`config.mk`:
```
export PLATFORM = sky130hd
export DESIGN_NAME = piso_serializer
export DESIGN_NICKNAME = d
export VERILOG_FILES = /design/src/rtl/piso_serializer.sv
export SDC_FILE = /design/constraint.sdc
export NUM_CORES = 1
export LEC_CHECK = 0
export BUFFER_PORTS_ARGS = -buffer_cell sky130_fd_sc_hd__buf_4
export CORE_MARGIN = 2
export CORE_UTILIZATION = 49
export CTS_CLUSTER_SIZE = 16
export DETAILED_ROUTE_END_ITERATION = 8
export GPL_ROUTABILITY_DRIVEN = 0
export PLACE_DENSITY = 0.74
export REMOVE_ABC_BUFFERS = 1
export SLEW_MARGIN = 20
export SYNTH_ARGS = -nofsm -noshare
export SYNTH_HDL_FRONTEND = slang
export SYNTH_SLANG_ARGS = --single-unit
```
`constraint.sdc`:
```
create_clock -name clk -period 2.2 [get_ports clk]
set_clock_uncertainty 0.2 [all_clocks]
set_input_delay 0.22 -clock clk [delete_from_list [all_inputs] [get_ports clk]]
set_output_delay 0.22 -clock clk [all_outputs]
set_load 0.01 [all_outputs]
```
`src/rtl/piso_serializer.sv`:
```
// Parallel-in/serial-out transmitter. A WIDTH-bit word goes out one bit per cycle,
// optionally followed by an even-parity bit, with valid/ready on both sides.
module piso_serializer #(
  parameter int WIDTH     = 8,
  parameter int MSB_FIRST = 1,
  parameter int PARITY_EN = 0
) (
  input  logic             clk,
  input  logic             rst,
  input  logic             load_valid,
  output logic             load_ready,
  input  logic [WIDTH-1:0] load_data,
  output logic             sout,
  output logic             sout_valid,
  input  logic             sout_ready,
  output logic             sout_last,
  output logic             busy
);

  localparam int FLEN = WIDTH + PARITY_EN;
  localparam int CW   = $clog2(FLEN + 1);

  typedef enum logic {IDLE, SHIFT} state_t;

  state_t           state_q, state_d;
  logic [WIDTH-1:0] sreg_q, sreg_d;
  logic [CW-1:0]    cnt_q, cnt_d;
  logic             par_q, par_d;
  logic             last_bit;
  logic             data_bit;
  logic             take_load;

  function automatic logic [WIDTH-1:0] shift_out(input logic [WIDTH-1:0] s);
    if (MSB_FIRST != 0) return {s[WIDTH-2:0], 1'b0};
    else                return {1'b0, s[WIDTH-1:1]};
  endfunction

  always_ff @(posedge clk) begin
    if (rst) begin
      state_q <= IDLE;
      sreg_q  <= '0;
      cnt_q   <= '0;
      par_q   <= 1'b0;
    end else begin
      state_q <= state_d;
      sreg_q  <= sreg_d;
      cnt_q   <= cnt_d;
      par_q   <= par_d;
    end
  end

  assign last_bit = (cnt_q == '0);

  // load_ready is the only output with a combinational path (from sout_ready),
  // which lets a new word load on the final bit handshake with no idle cycle.
  always_comb begin
    state_d    = state_q;
    sreg_d     = sreg_q;
    cnt_d      = cnt_q;
    par_d      = par_q;
    load_ready = 1'b0;
    take_load  = 1'b0;
    case (state_q)
      IDLE: begin
        load_ready = 1'b1;
        take_load  = load_valid;
      end
      SHIFT: begin
        load_ready = last_bit && sout_ready;
        if (sout_ready) begin
          if (!last_bit) begin
            sreg_d = shift_out(sreg_q);
            cnt_d  = cnt_q - CW'(1);
          end else if (load_valid) begin
            take_load = 1'b1;
          end else begin
            state_d = IDLE;
          end
        end
      end
      default: state_d = IDLE;
    endcase
    if (take_load) begin
      sreg_d  = load_data;
      par_d   = ^load_data;
      cnt_d   = CW'(FLEN - 1);
      state_d = SHIFT;
    end
  end

  assign data_bit   = (MSB_FIRST != 0) ? sreg_q[WIDTH-1] : sreg_q[0];
  assign sout_valid = (state_q == SHIFT);
  assign busy       = sout_valid;
  assign sout_last  = sout_valid && last_bit;
  assign sout       = sout_valid && (((PARITY_EN != 0) && last_bit) ? par_q : data_bit);

endmodule

```
# --- Word-level counts from Yosys, hierarchy flattened ---
# Cells that the tools add are included.
word_totals:
  output_inout_bits: 5
  wordCells: 34
  reg_bits: 13
classes:
  mux: 17
  add_sub_neg: 1
  n_reduce_logical: 9
  n_eq_ne: 1
  bitwise: 2
ops:
  columns: ["operator", "n"]
  rows:
  - ["$mux W8", 4]
  - ["$mux W3", 4]
  - ["$mux W1", 7]
  - ["$reduce_and A3 Y1", 2]
  - ["$logic_not A4 Y1", 1]
  - ["$pmux W1 S2", 2]
  - ["$reduce_bool A2 Y1", 2]
  - ["$sub A4 B1 Y4 const B", 1]
  - ["$logic_and A1 B1 Y1", 3]
  - ["$ne A2 B1 Y1 const B", 1]
  - ["$not A1 Y1", 2]
  - ["$reduce_or A2 Y1", 1]

# --- Longest topological paths before layout ---
# Gate-level depths: netlist (run 1).
depth:
  ltp_word: 6
  depth_mapped: 6
  mapped_depth_nobuf: 5

# --- Least setup slack after synthesis (run 1) ---
# Ideal clock, no wire load.
synth_path:
  path_kind: "flip-flop to flip-flop"
  from: "reg cnt_q[0]"
  to: "reg sreg_q[1]"
  path_buffers: 0
  synth_period_minus_slack_ps: 1678
  arrival_ps: 1421
  setup_slack_ps: 522
  required_ps: 1942
  setup_ps: 58
  path_stages_with_launch: 6
  cell_sequence: "dfxtp_1 > inv_1 > ha_1 > or4b_4 > a21oi_4 > a221o_2"
synth_between:
  elab_chain_cells: 6
  elab_cells_between_ends: 9
  classes_between: "eq/ne (1); mux (4); reduce/logical (4)"
synth_rtl:
  columns: ["item", "line_no", "rtl"]
  rows:
  - ["from (decl)", "27", "logic [CW-1:0] cnt_q, cnt_d;"]
  - ["from (signal assigned)", "47", "cnt_q <= cnt_d;"]
  - ["$logic_not A4 Y1 *", "52", "assign last_bit = (cnt_q == '0);"]
  - ["$mux W1", "71", "if (!last_bit) begin"]
  - ["$mux W1", "70", "if (sout_ready) begin"]
  - ["$pmux W1 S2", "63", "case (state_q)"]
  - ["$ne A2 B1 Y1 (no line) / $reduce_bool A2 Y1 (equally long branches)", null, null]
  - ["$reduce_and A3 Y1 (no line)", null, null]
  - ["to (signal assigned)", "46", "sreg_q <= sreg_d;"]
  - ["to (decl)", "26", "logic [WIDTH-1:0] sreg_q, sreg_d;"]
# Mark *: on every way between the ends. The rest lies on a longest branch, timed or not.
# A chain may end at the register's enable or synchronous reset.

# --- Final worst setup path (run 1) ---
layout_path:
  from: "reg cnt_q[0]"
  to: "out sout_last"
layout_between:
  elab_chain_cells: 2
layout_rtl:
  columns: ["item", "line_no", "rtl"]
  rows:
  - ["$logic_not A4 Y1", "52", null]
  - ["$logic_and A1 B1 Y1", "94", "assign sout_last = sout_valid && last_bit;"]
  - ["to (decl)", "16", "output logic sout_last,"]
# No other way between the ends.

==> results of run 1 <==
-- path summary, 6_finish.rpt --
check	start	depth (start not counted)	endpoint	slack (ns)
worst max-delay path	cnt_q[0]$_SDFFE_PP0P_	6	sout_last	0.13
worst min register to register	sreg_q[0]$_SDFFE_PP0P_	1	sreg_q[0]$_SDFFE_PP0P_	0.29
worst min-delay path	sout_ready	4	cnt_q[1]$_SDFFE_PP0P_	0.15
worst max register to register	cnt_q[0]$_SDFFE_PP0P_	5	sreg_q[1]$_SDFFE_PP0P_	0.36
-- layer usage --
metal,part of all wire (%),vias to the layer above,wire (um),global-route usage (%)
li1,-,309,-,-
met1,49,295,724,28.95
met2,45,20,670,32.42
met3,5.4,2,81,8.152
met4,0.81,0,12,12.10
met5,0,-,0,0
-- power groups by stage --
stage / Combinational, mW / Sequential [mW] / Clock [mW]
finish: 0.140 / 0.270 / 0.149
global route: 0.154 / 0.273 / 0.164
CTS: 0.139 / 0.270 / 0.154
detailed placement: 0.123 / 0.275 / 0
global placement: 0.122 / 0.275 / 0
floorplan: 0.0721 / 0.273 / 0
-- sequential cells by signal, summed over array words and instances, names as in the netlist --
name	flops
sreg_q	8
cnt_q	4
busy	1
-- tightest hold or removal path: cells and delay by family --
kind | cells | cell delay (ns)
and+or+nand+nor | 2 | 0.16
buffers and inverters | 1 | 0.11
AOI/OAI and AO/OA | 1 | 0.08
-- area by class of cell --
cell class | instances | area, sq um | share of cell area, %
inverters | 3 | 11.26 | 1.205
flip-flops and latches | 13 | 260.3 | 27.84
multi-input cells | 46 | 382.9 | 40.96
well taps | 15 | 18.77 | 2.008
repair buffers | 28 | 235.2 | 25.17
clock buffers | 4 | 26.28 | 2.811
-- kinds of logic after synthesis --
logic type                 synth area share [%]
DFF                                       38.52
AOI/OAI and AO/OA                         26.67
and+or+nand+nor                           23.89
adders and majority gates                 3.703
muxes                                     1.667
buffers and inverters                     5.555
-- layout by cell type, fill, tap and decap left out, types with 3 or more instances in the layout --
cell	n
a221o_2	6
clkbuf_4	3
dlygate4sd3_1	10
nand2_1	3
nor3b_1	7
dfxtp_1	13
inv_1	3
buf_4	18
-- what timing repair did --
item | 4_1_cts | 5_1_grt
hold buffers | 10 | 0
resized for setup | 1 | 0
setup buffers | 0 | 0
endpoints found under the setup margin | 1 | 0
endpoints found under the hold margin | 13 | 0
-- stage by stage --
step                util (%)  hold slack [ns]  cells  setup WS [ns]  instance area, sq um
finish                 71.83           0.1507    109         0.1303                 934.6
floorplan                  -          0.08941     62         0.2338                 649.4
CTS                    71.83           0.1416    109         0.1371                 934.6
global route           71.83           0.1771    109       0.009295                 934.6
detailed placement     61.73           0.2495     95         0.2792                 803.3
global placement       61.73           0.2434     95         0.3562                 803.3
==> flow_summary.yaml, run 1 <==
clock_tree:
  cts_tree: "yes"
  cts_root_buf: "clkbuf_4"
  clkLatencyLatePin_ns: 0.27
  cts.sinks: 13
  htreeDepth: 1
  cts_buffers: 3
  cts.path.max_buffers: 2
  clkSlewWorstSetupHoldPaths_ns: 0.08
yosys:
  synth.area.top_cells: "dfxtp_1, a221o_2, nor3b_1, ha_1, nand4bb_1"
  yosys_warnings: 0
  async_flop_share_pct: 0
  syn-cell-area_sq_um: 675.6
  seq_area_frac_synth_pct: 38.52
  yosysMostFrequentCell: "dfxtp_1"
  synth_top_area_share_pct: 38.52
  synth_top_area_cell: "dfxtp_1"
  ys_types: 29
  synth_edf_count: 0
  syn_area_per_cell_sq_um: 10.39
  ys_ff_latch: 13
  synth_flop_cell: "dfxtp_1"
  synthCells: 65
  netlist_top_cells_count: "dfxtp_1, nor3b_1, a221o_2, inv_1, nand2_1"
power:
  seq_power_share_pct: 48.3
  swShare_pct: 27.84
  peakVddDrop_uv: 390.8
  p_int_mw: 0.4033
  p_sw_mw: 0.1556
  comb_power_share_pct: 25.0
  totalPowerFinal_mw: 0.5589
  power.density_nw_per_um2: 597.9
  clockPowerShare_pct: 26.7
  power_leakage_nw: 0.3679
routing:
  wirelength_um: 1489
  ant_nets: 0
  vias: 626
  routedWlPerCell_um: 13.66
  drc: 0
  firstDrtPassIters: 4
  viasPerCell: 5.743
  drt_iter0_markers: 14
placement:
  dpl.hpwl_um: 993.9
  io_buffers: 16
cells_and_area:
  diodes: 0
  drive_gt1_share_pct: 36.17
  fill_cells: 104
  final_nets: 109
  syn_to_final_growth_pct: 38.33
setup_path:
  cp_max_fo: 8
  path_cells: "inv_1 > ha_1 > nor3b_2 > buf_4 > and2_1 > buf_4"
  cp_slowest_stage_delay_ns: 0.34
  cp_common_cell: "buf_4"
  worst_path_dominant_cell_family: "buffers and inverters"
  cp_slowest_cell: "dfxtp_1"
  crit_required_ns: 1.78
  startpoint_type: "flip-flop"
  arrival_ns: 1.65
  cp.buffers_inverters: 3
  end_kind: "output pin"
  critPathKind: "reg2out"
sta:
  max_slew_margin_pct: 75.41
  finalCriticalPeriod_ns: 2.070
  tightest_slew_ns: 0.3688
  finalSetupTns_ns: 0
  hold_violations: 0
  finalSetupViolCount: 0
  clock.fmax_ghz: 0.4832
  period_share_pct: 94.08
  grt_setup_unrepaired: "false"
  slew_viol_final: 0
grt:
  grt_util_all_layers_pct: 22.53
  grt_pass1_vias: 570
  antenna_found_initial: 0
  grt_pass1_wl_um: 2421
  grt_max_degree: 9
  grt_overflow: 0
run_status:
  status: "complete, no violations"
flow_run:
  drv_cap: 0
floorplanning:
  dieArea_sq_um: 1692
  initial_core_util_pct: 51.92
  core_area_sq_um: 1301
  dieWidth_um: 41.14
  die_y_um: 41.14
  num_rows: 13
  io_pins: 17
min_path:
  hold_class: "in2reg"
No activity file was read; power rests on OpenSTA's default activity.
==> run 2: changes to the inputs <==
ABC_AREA = 1   (was default)
CORE_UTILIZATION = 53   (was 49)
PLACE_DENSITY = 0.77   (was 0.74)
==> run 2 against run 1 <==
Net effect: sequential power barely moved; highest routed layer unchanged; non-clock buffer count fell by 11; synthesized cell count rose by 72%; fmax rose by 15%; combinational power rose by 26%; critical endpoint is now load_ready; first-iteration DRC count fell by 50%; setup slack improved by 0.27 ns; via count rose by 18%.
==> flow_summary.yaml, run 2 <==
run_status:
  status: "complete, no violations"
routing:
  routedWlPerCell_um: 11.70
  met2RoutedLength_um: 843
  ant_nets: 0
  drt_iter0_markers: 7
  wl_met1_um: 763
  drc: 0
  top_layer: "met4"
  viasPerCell: 5.197
  firstDrtPassIters: 4
  wirelength_um: 1661
  vias: 738
  wl_met3_um: 34
cells_and_area:
  largest_register_ff_count: 8
  multi_input_area_sq_um: 511.7
  final_common_cell: "nand2_1"
  regArea_sq_um: 260.3
  diodes: 0
  drive_gt1_share_pct: 36.80
  fill_cells: 158
  final_nets: 140
  layout_common_cells: "nand2_1, inv_1, buf_4"
  largest_register: "sreg_q"
  syn_to_final_growth_pct: 9.783
clock_tree:
  postCtsSetupRepairBufs: 0
  cts_tree: "yes"
  clkLatencyLatePin_ns: 0.28
  cts.path.max_buffers: 2
  holdBufCountCts: 0
  clkSlewWorstSetupHoldPaths_ns: 0.09
  cts.sinks: 13
  cts_root_buf: "clkbuf_4"
  cts_buffers: 3
  htreeDepth: 1
  cts_resized: 0
floorplanning:
  dieWidth_um: 45.69
  dieArea_sq_um: 2087
  core_area_sq_um: 1670
  initial_core_util_pct: 55.13
  num_rows: 15
  die_y_um: 45.69
  io_pins: 17
yosys:
  yosys_warnings: 0
  syn-cell-area_sq_um: 920.9
  synth_top_area_share_pct: 28.26
  synthCells: 112
  synth.area.top_cells: "dfxtp_1, nand3_2, nand2_1, a21oi_2, inv_1"
  async_flop_share_pct: 0
  netlist_top_cells_count: "nand2_1, inv_1, dfxtp_1, nand3_1"
  yosysMostFrequentCell: "nand2_1"
  syn_area_per_cell_sq_um: 8.222
  synth_edf_count: 0
  seq_area_frac_synth_pct: 28.26
  synth_top_area_cell: "dfxtp_1"
  synth_flop_cell: "dfxtp_1"
  ys_types: 23
  ys_ff_latch: 13
setup_path:
  cp_slowest_cell: "dfxtp_1"
  critPathKind: "reg2out"
  startpoint_type: "flip-flop"
  path_cells: "inv_1 > ha_1 > nand3_4 > nand2_4 > buf_4"
  cp_slowest_stage_delay_ns: 0.31
  cp.buffers_inverters: 2
  arrival_ns: 1.38
  crit_required_ns: 1.78
  worst_path_dominant_cell_family: "flip-flops"
  end_kind: "output pin"
  startpoint: "cnt_q[0]$_SDFFE_PP0P_"
  cp_max_fo: 11
  rr_startpoint: "cnt_q[0]$_SDFFE_PP0P_"
sta:
  slew_viol_final: 0
  finalCriticalPeriod_ns: 1.798
  clock.fmax_ghz: 0.5562
  tightest_slew_ns: 0.3904
  finalSetupTns_ns: 0
  period_share_pct: 81.72
  grt_setup_unrepaired: "false"
  max_slew_margin_pct: 73.94
  hold_violations: 0
  fin_ws_ns: 0.4021
  finalSetupViolCount: 0
min_path:
  hold_class: "in2reg"
  hold_start: "rst"
grt:
  antenna_found_initial: 0
  grt_util_all_layers_pct: 18.34
  grt_pass1_vias: 656
  grt_max_degree: 20
  grt_pass1_wl_um: 2753
  grt_overflow: 0
power:
  power.density_nw_per_um2: 595.6
  power_leakage_nw: 0.4770
  peakVddDrop_uv: 334.4
placement:
  io_buffers: 16
  dpl_worst_slack_ns: 0.5227
  dpl.hpwl_um: 1171
flow_run:
  drv_cap: 0
## run 2: layout make-up
| type | instances | share of cell area [%] |
|---|---|---|
| Multi-Input combinational cell | 74 | 50.62 |
| Sequential cell | 13 | 25.74 |
| Timing Repair Buffer | 17 | 12.62 |
| Inverter | 17 | 6.312 |
| Clock buffer | 4 | 2.599 |
| Tap cell | 17 | 2.104 |
## run 2: path summary, 6_finish.rpt
| check | endpoint | slack [ns] | cells past startpoint |
|---|---|---|---|
| worst min-delay path | sreg_q[7]$_SDFFE_PP0P_ | 0.01 | 2 |
| worst max register to register | cnt_q[0]$_SDFFE_PP0P_ | 0.51 | 9 |
| worst min register to register | sreg_q[0]$_SDFFE_PP0P_ | 0.28 | 2 |
| worst max-delay path | load_ready | 0.40 | 5 |
## run 2: cells by family (layout without fill, tap and decap cells)
family                   after synthesis  in the layout  share of synthesized area [%]
buffers and inverters                 25             38                          16.17
AND/OR/NAND/NOR                       58             58                          40.76
AO/OA/AOI/OAI                         13             13                          11.14
flip-flops                            13             13                          28.26
XOR/XNOR                               1              1                         0.9513
adder cells (fa/ha/maj)                2              2                          2.717
## run 2: report_power, final
| part | switching, mW | total [mW] | internal, mW |
|---|---|---|---|
| Clock | 0.0824 | 0.153 | 0.0703 |
| Sequential | 0.0173 | 0.273 | 0.256 |
| Combinational | 0.102 | 0.176 | 0.0740 |
## run 2: layer usage
layer  vias to the layer above  global-route usage, %
li1                        390                      -
met1                       336                  23.37
met2                        10                  29.30
met3                         2                  3.571
met4                         0                  8.824
met5                         -                      0
## run 2: stage by stage
step | cells | hold slack (ns) | total power, mW | area, sq um | util (%)
after floorplan | 104 | 0.08244 | 0.3972 | 835.8 | -
after global placement | 138 | 0.2682 | 0.4502 | 984.7 | 58.95
after detailed placement | 138 | 0.2738 | 0.4564 | 984.7 | 58.95
after CTS | 142 | 0.01412 | 0.6043 | 1011 | 60.52
after global routing | 142 | 0.01160 | 0.6359 | 1011 | 60.52
final | 142 | 0.01057 | 0.6021 | 1011 | 60.52
